`src/rtl/ppu_vram_arb_pkg.sv`:
```
// Shared types and constants for the PPU VRAM arbiter.
// Optional feature macro used by the arbiter files: PPU_VRAM_ARB_RAW_FWD_EN.
package ppu_vram_arb_pkg;

  localparam int unsigned DEFAULT_FIFO_DEPTH = 4;
  localparam int unsigned VRAM_ADDR_W        = 16;

  typedef enum logic [1:0] {
    SRC_NONE,
    SRC_RENDER,
    SRC_CPU_WR,
    SRC_CPU_RD
  } vram_src_t;

  typedef struct packed {
    logic [VRAM_ADDR_W-1:0] addr;
    logic [7:0]             data;
  } vram_wr_entry_t;

endpackage

```
`src/rtl/vram_wr_fifo.sv`:
```
// Circular write queue for CPU->VRAM writes with push/pop/level.
// With PPU_VRAM_ARB_RAW_FWD_EN defined it adds a newest-match address lookup.
module vram_wr_fifo
  import ppu_vram_arb_pkg::*;
#(
  parameter int unsigned Depth = DEFAULT_FIFO_DEPTH
) (
  input  logic                   clk,
  input  logic                   reset,
  input  logic                   push,
  input  vram_wr_entry_t         push_entry,
  input  logic                   pop,
  output vram_wr_entry_t         head,
  output logic [$clog2(Depth):0] level,
  output logic                   empty,
  output logic                   full
`ifdef PPU_VRAM_ARB_RAW_FWD_EN
  ,
  input  logic [VRAM_ADDR_W-1:0] lookup_addr,
  output logic                   lookup_hit,
  output logic [7:0]             lookup_data
`endif
);

  localparam int unsigned PtrW = $clog2(Depth);
  localparam int unsigned LvlW = PtrW + 1;

  vram_wr_entry_t  mem_q [Depth];
  logic [PtrW-1:0] rd_ptr_q, wr_ptr_q;
  logic [LvlW-1:0] level_q;
  logic            do_push, do_pop;

  assign empty   = (level_q == '0);
  assign full    = (level_q == LvlW'(Depth));
  assign do_push = push && !full;
  assign do_pop  = pop && !empty;
  assign head    = mem_q[rd_ptr_q];
  assign level   = level_q;

  always_ff @(posedge clk) begin
    if (do_push) begin
      mem_q[wr_ptr_q] <= push_entry;
    end
  end

  // Pointers wrap naturally because Depth is a power of two.
  always_ff @(posedge clk or posedge reset) begin
    if (reset) begin
      rd_ptr_q <= '0;
      wr_ptr_q <= '0;
      level_q  <= '0;
    end else begin
      if (do_push) wr_ptr_q <= wr_ptr_q + PtrW'(1);
      if (do_pop)  rd_ptr_q <= rd_ptr_q + PtrW'(1);
      if (do_push && !do_pop) begin
        level_q <= level_q + LvlW'(1);
      end else if (do_pop && !do_push) begin
        level_q <= level_q - LvlW'(1);
      end
    end
  end

`ifdef PPU_VRAM_ARB_RAW_FWD_EN
  // Scan oldest to newest so the last hit is the newest queued write.
  always_comb begin
    logic [PtrW-1:0] idx;
    lookup_hit  = 1'b0;
    lookup_data = '0;
    for (int unsigned i = 0; i < Depth; i++) begin
      idx = rd_ptr_q + PtrW'(i);
      if ((LvlW'(i) < level_q) && (mem_q[idx].addr == lookup_addr)) begin
        lookup_hit  = 1'b1;
        lookup_data = mem_q[idx].data;
      end
    end
  end
`endif

endmodule

```
`src/rtl/ppu_vram_arbiter.sv`:
```
// Single-port VRAM arbiter: renderer has absolute priority, CPU writes queue and CPU reads
// wait in one pending slot. Define PPU_VRAM_ARB_RAW_FWD_EN to serve reads from queued writes.
module ppu_vram_arbiter
  import ppu_vram_arb_pkg::*;
#(
  parameter int unsigned FIFO_DEPTH = DEFAULT_FIFO_DEPTH,
  parameter int unsigned ADDR_W     = VRAM_ADDR_W
) (
  input  logic                        clk,
  input  logic                        reset,
  input  logic                        render_req,
  input  logic [ADDR_W-1:0]           render_addr,
  output logic [7:0]                  render_rdata,
  input  logic                        cpu_req,
  input  logic                        cpu_we,
  input  logic [ADDR_W-1:0]           cpu_addr,
  input  logic [7:0]                  cpu_wdata,
  output logic                        cpu_ready,
  output logic                        cpu_rvalid,
  output logic [7:0]                  cpu_rdata,
  output logic [ADDR_W-1:0]           vram_addr,
  output logic                        vram_we,
  output logic [7:0]                  vram_wdata,
  input  logic [7:0]                  vram_rdata,
  output logic [$clog2(FIFO_DEPTH):0] fifo_level,
  output logic                        err_overflow
);

  vram_src_t      src;
  vram_wr_entry_t fifo_head, push_entry;
  logic           fifo_empty, fifo_full;
  logic           wr_accept, rd_accept, fwd_hit;
  logic           rd_pending_q, rd_tag_q, cpu_rvalid_q, err_overflow_q;
  logic [ADDR_W-1:0] rd_addr_q;
  logic [7:0]     cpu_rdata_q;
  logic           ret_valid;
  logic [7:0]     ret_data;

  assign cpu_ready       = cpu_we ? !fifo_full : !rd_pending_q;
  assign wr_accept       = cpu_req && cpu_ready && cpu_we;
  assign rd_accept       = cpu_req && cpu_ready && !cpu_we;
  assign push_entry.addr = VRAM_ADDR_W'(cpu_addr);
  assign push_entry.data = cpu_wdata;

`ifdef PPU_VRAM_ARB_RAW_FWD_EN
  logic       lookup_hit;
  logic [7:0] lookup_data;
  logic [1:0] fwd_valid_q;
  logic [7:0] fwd_data1_q, fwd_data2_q;

  assign fwd_hit = rd_accept && lookup_hit;

  // Two stages so a forwarded read returns with the same latency as a VRAM read.
  always_ff @(posedge clk or posedge reset) begin
    if (reset) begin
      fwd_valid_q <= '0;
      fwd_data1_q <= '0;
      fwd_data2_q <= '0;
    end else begin
      fwd_valid_q <= {fwd_valid_q[0], fwd_hit};
      if (fwd_hit) fwd_data1_q <= lookup_data;
      fwd_data2_q <= fwd_data1_q;
    end
  end
`else
  assign fwd_hit = 1'b0;
`endif

  vram_wr_fifo #(
    .Depth(FIFO_DEPTH)
  ) u_wr_fifo (
    .clk        (clk),
    .reset      (reset),
    .push       (wr_accept),
    .push_entry (push_entry),
    .pop        (src == SRC_CPU_WR),
    .head       (fifo_head),
    .level      (fifo_level),
    .empty      (fifo_empty),
    .full       (fifo_full)
`ifdef PPU_VRAM_ARB_RAW_FWD_EN
    ,
    .lookup_addr(VRAM_ADDR_W'(cpu_addr)),
    .lookup_hit (lookup_hit),
    .lookup_data(lookup_data)
`endif
  );

  // Pending read is checked after the FIFO so reads never overtake queued writes.
  always_comb begin
    if (render_req) begin
      src = SRC_RENDER;
    end else if (!fifo_empty) begin
      src = SRC_CPU_WR;
    end else if (rd_pending_q) begin
      src = SRC_CPU_RD;
    end else begin
      src = SRC_NONE;
    end
  end

  always_comb begin
    vram_addr  = render_addr;
    vram_we    = 1'b0;
    vram_wdata = '0;
    unique case (src)
      SRC_CPU_WR: begin
        vram_addr  = ADDR_W'(fifo_head.addr);
        vram_we    = 1'b1;
        vram_wdata = fifo_head.data;
      end
      SRC_CPU_RD: vram_addr = rd_addr_q;
      default: ;
    endcase
  end

  always_ff @(posedge clk or posedge reset) begin
    if (reset) begin
      rd_pending_q <= 1'b0;
      rd_addr_q    <= '0;
    end else if (rd_accept && !fwd_hit) begin
      rd_pending_q <= 1'b1;
      rd_addr_q    <= cpu_addr;
    end else if (src == SRC_CPU_RD) begin
      rd_pending_q <= 1'b0;
    end
  end

  always_comb begin
    ret_valid = rd_tag_q;
    ret_data  = vram_rdata;
`ifdef PPU_VRAM_ARB_RAW_FWD_EN
    if (fwd_valid_q[1]) begin
      ret_valid = 1'b1;
      ret_data  = fwd_data2_q;
    end
`endif
  end

  always_ff @(posedge clk or posedge reset) begin
    if (reset) begin
      rd_tag_q       <= 1'b0;
      cpu_rvalid_q   <= 1'b0;
      cpu_rdata_q    <= '0;
      err_overflow_q <= 1'b0;
    end else begin
      rd_tag_q     <= (src == SRC_CPU_RD);
      cpu_rvalid_q <= ret_valid;
      if (ret_valid) cpu_rdata_q <= ret_data;
      if (cpu_req && !cpu_ready) err_overflow_q <= 1'b1;
    end
  end

  assign render_rdata = vram_rdata;
  assign cpu_rvalid   = cpu_rvalid_q;
  assign cpu_rdata    = cpu_rdata_q;
  assign err_overflow = err_overflow_q;

endmodule

```
`config.mk`:
```
export PLATFORM = sky130hd
export DESIGN_NAME = ppu_vram_arbiter
export DESIGN_NICKNAME = d
export VERILOG_FILES = /design/src/rtl/ppu_vram_arb_pkg.sv /design/src/rtl/vram_wr_fifo.sv /design/src/rtl/ppu_vram_arbiter.sv
export SDC_FILE = /design/constraint.sdc
export NUM_CORES = 1
export LEC_CHECK = 0
export CORE_MARGIN = 2
export CORE_UTILIZATION = 38
export DETAILED_ROUTE_END_ITERATION = 12
export DONT_BUFFER_PORTS = 1
export PLACE_DENSITY = 0.62
export REMOVE_ABC_BUFFERS = 1
export SETUP_SLACK_MARGIN = 0.2
export SLEW_MARGIN = 15
export SYNTH_ARGS = -nofsm -noshare
export SYNTH_HDL_FRONTEND = slang
export SYNTH_SLANG_ARGS = --single-unit
```
`constraint.sdc`:
```
create_clock -name clk -period 7 [get_ports clk]
set_clock_uncertainty 0.1 [all_clocks]
set_input_delay 1.4 -clock clk [delete_from_list [all_inputs] [get_ports clk]]
set_output_delay 1.4 -clock clk [all_outputs]
set_load 0.01 [all_outputs]
```
After elaboration in Yosys (flattened, before gate mapping) --
Memory sizes are Yosys's and may differ from the RTL's. Index checks and enable logic that the tools add are counted. W data, S select, Z words.
Cells by class: add/subtract/negate cells 4, eq/ne operators 3, reduce and logical (&&, ||, !) cells 18, muxes and demuxes 13
Operators by type and width (number):
- $pmux W16 S2 | 1
- $logic_and A1 B1 Y1 | 8
- $mux W8 | 1
- $logic_not A1 Y1 | 7
- $mux W1 | 6
- $mux W2 | 3
- $mux W3 | 2
- $add A2 B1 Y2 const B | 2
- $eq A2 B2 Y1 const B | 2
- $reduce_bool A2 Y1 | 2
- $add A3 B1 Y3 const B | 1
- $eq A3 B3 Y1 const B | 1
- $logic_not A3 Y1 | 1
- $sub A3 B1 Y3 const B | 1
Storage, ports and cells: bits of input ports 53, RAM bits 96, memories 1, output and inout bits 47, register bits after elaboration 35
Memory list:
- u_wr_fifo.mem_q | words 4, bits a word 24, read ports 1, clocked after memory_dff 0, write ports 1, RTL line vram_wr_fifo.sv:28 | vram_wr_entry_t mem_q [Depth];

Depth between registers and ports, before layout --
Gate-level depths: netlist of run 1.
word-level depth 10, mapped depth 10, mapped depth without buffers 8

Cells and area by module --
A second synthesis of run 1 with hierarchy kept.
Second synthesis, totals: cells, all modules 320, area, all modules 5559.1 um^2
By module, submodules not included:
- vram_wr_fifo | instances 1, cells each 162, area an instance 3947.5 um^2
- ppu_vram_arbiter | instances 1, cells each 158, area an instance 1611.5 um^2

Worst setup path before layout of run 1 --
OpenSTA, ideal clock, no wires.
path kind input to output, from input render_req, to output vram_wdata[0], arrival 2.281 ns, stages on the path 5, data required time 5.500 ns, path buffers 2, slack 3.219 ns, cells stage by stage clkbuf_1 or2_1 buf_6 inv_1 and2_1
Between the ends: longest elaborated chain between the ends 3
Ends and longest elaborated chain:
- start: declaration | RTL line ppu_vram_arbiter.sv:11 | input logic render_req,
- $mux W2 | RTL line ppu_vram_arbiter.sv:91 | if (render_req) begin
- $eq A2 B2 Y1 | RTL line ppu_vram_arbiter.sv:106 | unique case (src)
- $mux W8 | RTL line ppu_vram_arbiter.sv:106
- end: declaration | RTL line ppu_vram_arbiter.sv:23 | output logic [7:0] vram_wdata,
Every way passes these cells.

Worst setup path after layout of run 1 --
from input render_req, to output vram_wdata[7]
The elaborated chain is that of the path after synthesis.

==> flow_metrics.env, run 1 <==
export IMPL_postCtsSetupBuffers=0
export IMPL_arrival_ns=2.96
export IMPL_hold_buffers=0
export IMPL_fin_nets=371
export IMPL_dp_cells=477
export IMPL_finalSetupViolCount=0
export IMPL_start_kind="input port"
export IMPL_wirelength_mm=10.77
export IMPL_core_sq_mm=0.01437
export IMPL_power_leakage_nw=2.228
export IMPL_clk_pin_slew_ns=0.05
export IMPL_synth_top_area_cell="edfxtp_1"
export IMPL_synthesis_area_sq_mm=0.005540
export IMPL_fin_util_pct=42.87
export IMPL_setup_tns_ns=0
export IMPL_grt_pass1_vias=2861
export IMPL_critPathSlowestCell="or2_1"
export IMPL_num_rows=44
export IMPL_hold_viol_final=0
export IMPL_die_area_sq_mm=0.01556
export IMPL_grt_busiest_layer="met2"
export IMPL_grt_setup_unrepaired="false"
export IMPL_drtIter0Drc=144
export IMPL_grt_overflow_total=0
export IMPL_cp_required_ns=5.50
export IMPL_fmax_ghz=0.2240
export IMPL_synth_seq_cells=131
export IMPL_cts_resized_gates=0
export IMPL_worst_path_max_fanout=19
export IMPL_antenna_found_initial=0
export IMPL_slew_violations=0
export IMPL_drcViolationCount=0
export IMPL_die_x_um=124.7
export IMPL_clockRootBuffer="clkbuf_16"
export IMPL_grt_pass1_wl_mm=16.93
export IMPL_syn2layout_area_growth_pct=11.18
export IMPL_synth_top_area_share_pct=52.03
export IMPL_max_stage_delay_ns=0.81
export IMPL_period_needed_ns=4.464
export IMPL_grt_start_max_net_pins=36
export IMPL_final_seq_area_sq_mm=0.003760
export IMPL_worstSkewPairLatency_ns=0.41
export IMPL_cts_buffers_inserted=17
export IMPL_synth_edf_count=96
export IMPL_power_density_mw_per_mm2=404.4
export IMPL_yosysWarnings=0
export IMPL_crit_buf_inv=1
export IMPL_async_flop_share_pct=26.72
export IMPL_synth_seq_area_share_pct=67.84
export IMPL_final_cell_mix="edfxtp_1 (96), inv_1 (37), dfrtp_1 (34)"
export IMPL_via_count=2588
export IMPL_min_period_over_period_pct=63.77
export IMPL_avgSynthCellArea_sq_um=17.93
export IMPL_peakVddDrop_mv=0.1733
export IMPL_path_cells="or2_1, inv_1, and2_1"
export IMPL_cts_tree="yes"
export IMPL_crit_type="input port to output pin"
export IMPL_hold_ws_ns=0.4045
export IMPL_gp_congestion=0.6867
export IMPL_ant_nets=0
export IMPL_grtUsageMet3_pct=4.553
export IMPL_maxCapViolCount=0
export IMPL_final_common_cell="edfxtp_1"
export IMPL_cp_top_family="simple AND/OR/NAND/NOR gates"
export IMPL_power_mw=2.491
export IMPL_io_buffer_count=0
export IMPL_stdcell_count=508
export IMPL_antenna_cells=0
export IMPL_grt_use_met2_pct=24.75
export IMPL_final_layout_size_suffix_gt1_share_pct=28.70
export IMPL_ios=100
export IMPL_dieHeight_um=124.7
export IMPL_synth_area_leaders="edfxtp_1 (52%), dfrtp_1 (16%), mux4_2 (7.3%), mux2_2 (5.3%), mux4_1 (2.8%)"
export IMPL_status="finished, final reports clean"
export IMPL_drt_wirelength_per_cell_um=21.20
export IMPL_hp_class="register to register"
export IMPL_cp_end_kind="output pin"
export IMPL_synth_distinct_cells=32
export IMPL_syn_inst=309
export IMPL_h_tree_depth=4
export IMPL_slew_headroom_pct=26.67
export IMPL_cts_sinks=131
export IMPL_vias_per_cell=5.094
export IMPL_drtPass1Iterations=4
export IMPL_clk_path_buf_depth=2
export IMPL_nFillCells=1245
export IMPL_dpl_hpwl_mm=6.891
export IMPL_tightestPinTransition_ns=1.100
export IMPL_grt_use_met1_pct=17.77
export IMPL_initial_utilization_pct=38.56
export IMPL_multiInputGateArea_sq_mm=0.001464
export IMPL_synth_flop_cell="edfxtp_1"
export IMPL_grt_total_usage_pct=14.73
-- flip-flops by register name, indices dropped and copies added (netlist names) --
| signal | flops |
|---|---|
| u_wr_fifo.rd_ptr_q | 2 |
| u_wr_fifo.wr_ptr_q | 2 |
| u_wr_fifo.mem_q | 96 |
| rd_tag_q | 1 |
| err_overflow | 1 |
| cpu_rdata | 8 |
| u_wr_fifo.level | 3 |
| cpu_rvalid | 1 |
| rd_pending_q | 1 |
| rd_addr_q | 16 |
-- cell type report --
cell class              count  area share, %
multi-input cells         119          23.77
well taps                 184          3.738
flip-flops and latches    131          61.04
clock inverters            11          1.056
inverters                  37          2.255
clock buffers              20          7.414
repair buffers              6         0.7313
-- Yosys cell counts, types with 2 or more instances --
master and instances:
xnor2_1 3, xor2_1 3, mux4_1 6, buf_2 4, ha_1 5, o21bai_1 2
buf_4 8, nor3b_1 2, and2_1 12, dfrtp_1 35, nor2_1 2, o21ai_1 2
mux4_2 18, mux2_2 26, o221ai_1 6, o21ai_0 13, inv_1 37, buf_6 6
o221ai_2 9, edfxtp_1 96, clkbuf_1 3
-- kinds of logic (layout without fill, tap and decap cells) --
group           Yosys count  count (layout)  share of synthesized area, %
buf+inv                  59              74                         5.736
simple gates             22              22                         3.004
mux                      51              51                         15.63
fa+ha+maj                 6               6                         1.491
flops                   131             131                         67.84
xor+xnor                  6               6                        0.9487
compound gates           34              34                         5.352
-- per-layer routing --
layer	part of all wire [%]	vias to the layer above
met1	42	1347
met4	1.4	0
met2	52	57
met5	0	-
li1	-	1174
met3	4.3	10
-- final timing paths --
check                           cells past startpoint                            from                           endpoint  slack (ns)
worst max-delay path                                3                      render_req                      vram_wdata[7]        2.54
worst min-delay path                                1        rd_addr_q[3]$_DFFE_PP0P_           rd_addr_q[3]$_DFFE_PP0P_        0.40
worst max register to register                      8  u_wr_fifo.level[0]$_DFFE_PP0P_     u_wr_fifo.level[2]$_DFFE_PP0P_        3.92
worst min register to register                      1        rd_addr_q[3]$_DFFE_PP0P_           rd_addr_q[3]$_DFFE_PP0P_        0.40
max in group asynchronous                           2                           reset  u_wr_fifo.rd_ptr_q[0]$_DFFE_PP0P_        5.51
min in group asynchronous                           2                           reset     u_wr_fifo.level[1]$_DFFE_PP0P_        0.91
-- per-stage QoR --
stage	setup slack (ns)	instance area (sq um)
CTS	2.429	6160
global placement	2.472	5638
detailed placement	2.430	5638
finish	2.536	6160
global route	2.333	6160
floorplan	3.080	5361
-- report_power, final --
part	internal (mW)	total, mW	switching, mW
sequential	0.996	1.16	0.164
clock	0.463	0.772	0.310
combinational	0.289	0.558	0.269
total	1.75	2.49	0.743
(Power assumes the default switching activity.)
==> run 2, diff against run 1 <==
--- a/config.mk
+++ b/config.mk
@@ -9,7 +9,7 @@
 export CORE_UTILIZATION = 38
 export DETAILED_ROUTE_END_ITERATION = 12
 export DONT_BUFFER_PORTS = 1
-export PLACE_DENSITY = 0.62
+export PLACE_DENSITY = 0.64
 export REMOVE_ABC_BUFFERS = 1
 export SETUP_SLACK_MARGIN = 0.2
 export SLEW_MARGIN = 15
==> constraint.sdc (replaced) <==
create_clock -name clk -period 3.8 [get_ports clk]
set_clock_uncertainty 0.1 [all_clocks]
set_input_delay 0.76 -clock clk [delete_from_list [all_inputs] [get_ports clk]]
set_output_delay 0.76 -clock clk [all_outputs]
set_load 0.01 [all_outputs]
==> flow_metrics.env, run 2 (same netlist as run 1, synthesis figures left out) <==
export IMPL_drtIter0Drc=134
export IMPL_cts_resized_gates=0
export IMPL_power_leakage_nw=2.271
export IMPL_arrival_ns=2.26
export IMPL_placed_area_sq_mm=0.005678
export IMPL_vias_per_cell=5.168
export IMPL_crit_type="register to output pin"
export IMPL_drt_wirelength_per_cell_um=21.79
export IMPL_grt_setup_unrepaired="false"
export IMPL_setup_tns_ns=0
export IMPL_slew_violations=0
export IMPL_clk_path_buf_depth=2
export IMPL_cts_sinks=131
export IMPL_antenna_found_initial=0
export IMPL_finalSetupViolCount=0
export IMPL_final_cell_mix="edfxtp_1 (96), inv_1 (37), dfrtp_1 (34)"
export IMPL_final_layout_size_suffix_gt1_share_pct=27.52
export IMPL_fmax_ghz=0.3208
export IMPL_crit_buf_inv=0
export IMPL_maxCapViolCount=0
export IMPL_hold_ws_ns=0.2146
export IMPL_drcViolationCount=0
export IMPL_grt_total_usage_pct=15.35
export IMPL_ant_nets=0
export IMPL_core_sq_mm=0.01437
export IMPL_dpl_hpwl_mm=7.307
export IMPL_largest_reg_flops=96
export IMPL_cp_required_ns=2.94
export IMPL_power_density_mw_per_mm2=761.1
export IMPL_die_x_um=124.7
export IMPL_io_buffer_count=0
export IMPL_die_area_sq_mm=0.01556
export IMPL_tightestPinTransition_ns=0.9678
export IMPL_nFillCells=1245
export IMPL_dieHeight_um=124.7
export IMPL_hold_buffers=0
export IMPL_worstSkewPairLatency_ns=0.42
export IMPL_num_rows=44
export IMPL_wirelength_mm=11.14
export IMPL_max_stage_delay_ns=0.56
export IMPL_grt_pass1_wl_mm=17.45
export IMPL_critPathSlowestCell="o221ai_1"
export IMPL_top_register="u_wr_fifo.mem_q"
export IMPL_period_needed_ns=3.118
export IMPL_hp_class="input port to asynchronous set/reset pin"
export IMPL_peakVddDrop_mv=0.3218
export IMPL_grt_pass1_vias=2950
export IMPL_start_kind="register"
export IMPL_setup_ws_ns=0.6823
export IMPL_min_period_over_period_pct=82.04
export IMPL_hold_viol_final=0
export IMPL_final_area_sq_mm=0.006235
export IMPL_status="finished, final reports clean"
export IMPL_antenna_cells=0
export IMPL_place_worst_setup_slack_ns=1.041
export IMPL_cp_top_family="simple AND/OR/NAND/NOR gates"
export IMPL_dp_cells=479
export IMPL_clk_pin_slew_ns=0.06
export IMPL_cts_buffers_inserted=17
export IMPL_clockRootBuffer="clkbuf_16"
export IMPL_initial_utilization_pct=38.56
export IMPL_worst_path_max_fanout=18
export IMPL_slew_headroom_pct=35.27
export IMPL_via_count=2641
export IMPL_cp_end_kind="output pin"
export IMPL_fin_nets=373
export IMPL_grt_overflow_total=0
export IMPL_postCtsSetupBuffers=0
export IMPL_stdcell_count=511
export IMPL_h_tree_depth=4
export IMPL_path_cells="nor3_2, nand3b_2, o221ai_1"
export IMPL_ios=100
export IMPL_gp_congestion=0.7101
export IMPL_power_mw=4.745
export IMPL_cts_tree="yes"
export IMPL_drtPass1Iterations=4
export IMPL_final_common_cell="edfxtp_1"
export IMPL_grt_start_max_net_pins=22
export IMPL_fin_util_pct=43.39
export IMPL_syn2layout_area_growth_pct=12.53
run 2: area by class of cell:
class	instances	area, sq um	area share, %
clock inverters	8	85.08	1.365
multi-input cells	119	1464	23.48
flip-flops and latches	131	3760	60.31
well taps	184	230.2	3.693
clock buffers	24	471.7	7.566
repair buffers	8	85.08	1.365
inverters	37	138.9	2.228
run 2: path summary, 6_finish.rpt:
path                            slack (ns)                            from  cells past startpoint                                 to
worst max-delay path                  0.68  u_wr_fifo.level[0]$_DFFE_PP0P_                      3                      vram_addr[15]
worst min-delay path                  0.21                           reset                      1  u_wr_fifo.wr_ptr_q[0]$_DFFE_PP0P_
worst max register to register        1.07  u_wr_fifo.level[0]$_DFFE_PP0P_                      9     u_wr_fifo.level[2]$_DFFE_PP0P_
worst min register to register        0.41        rd_addr_q[2]$_DFFE_PP0P_                      1           rd_addr_q[2]$_DFFE_PP0P_
max in group asynchronous             2.65                           reset                      2           cpu_rdata[6]$_DFFE_PP0P_
min in group clk                      0.34                     cpu_addr[9]                      0   u_wr_fifo.mem_q[2][17]$_DFFE_PP_
run 2: where the power goes:
| group | internal, mW | switching [mW] | leakage, nW |
|---|---|---|---|
| sequential | 1.84 | 0.265 | 1.29 |
| clock | 0.987 | 0.551 | 0.272 |
| combinational | 0.549 | 0.556 | 0.712 |
| total | 3.37 | 1.37 | 2.27 |
run 2: worst reg2reg max path: cells and delay by family (launching register included):
kind,cells,cell delay (ns)
flops,1,0.51
xor+xnor,2,0.32
fa+ha+maj,2,0.59
simple gates,3,0.76
buf+inv,2,0.37
run 2: routing by layer:
layer	track usage (%)	up-vias	wire [um]
li1	-	1174	-
met1	17.99	1378	4480
met2	24.85	67	5634
met3	5.756	22	749
met4	7.601	0	270
met5	0	-	0
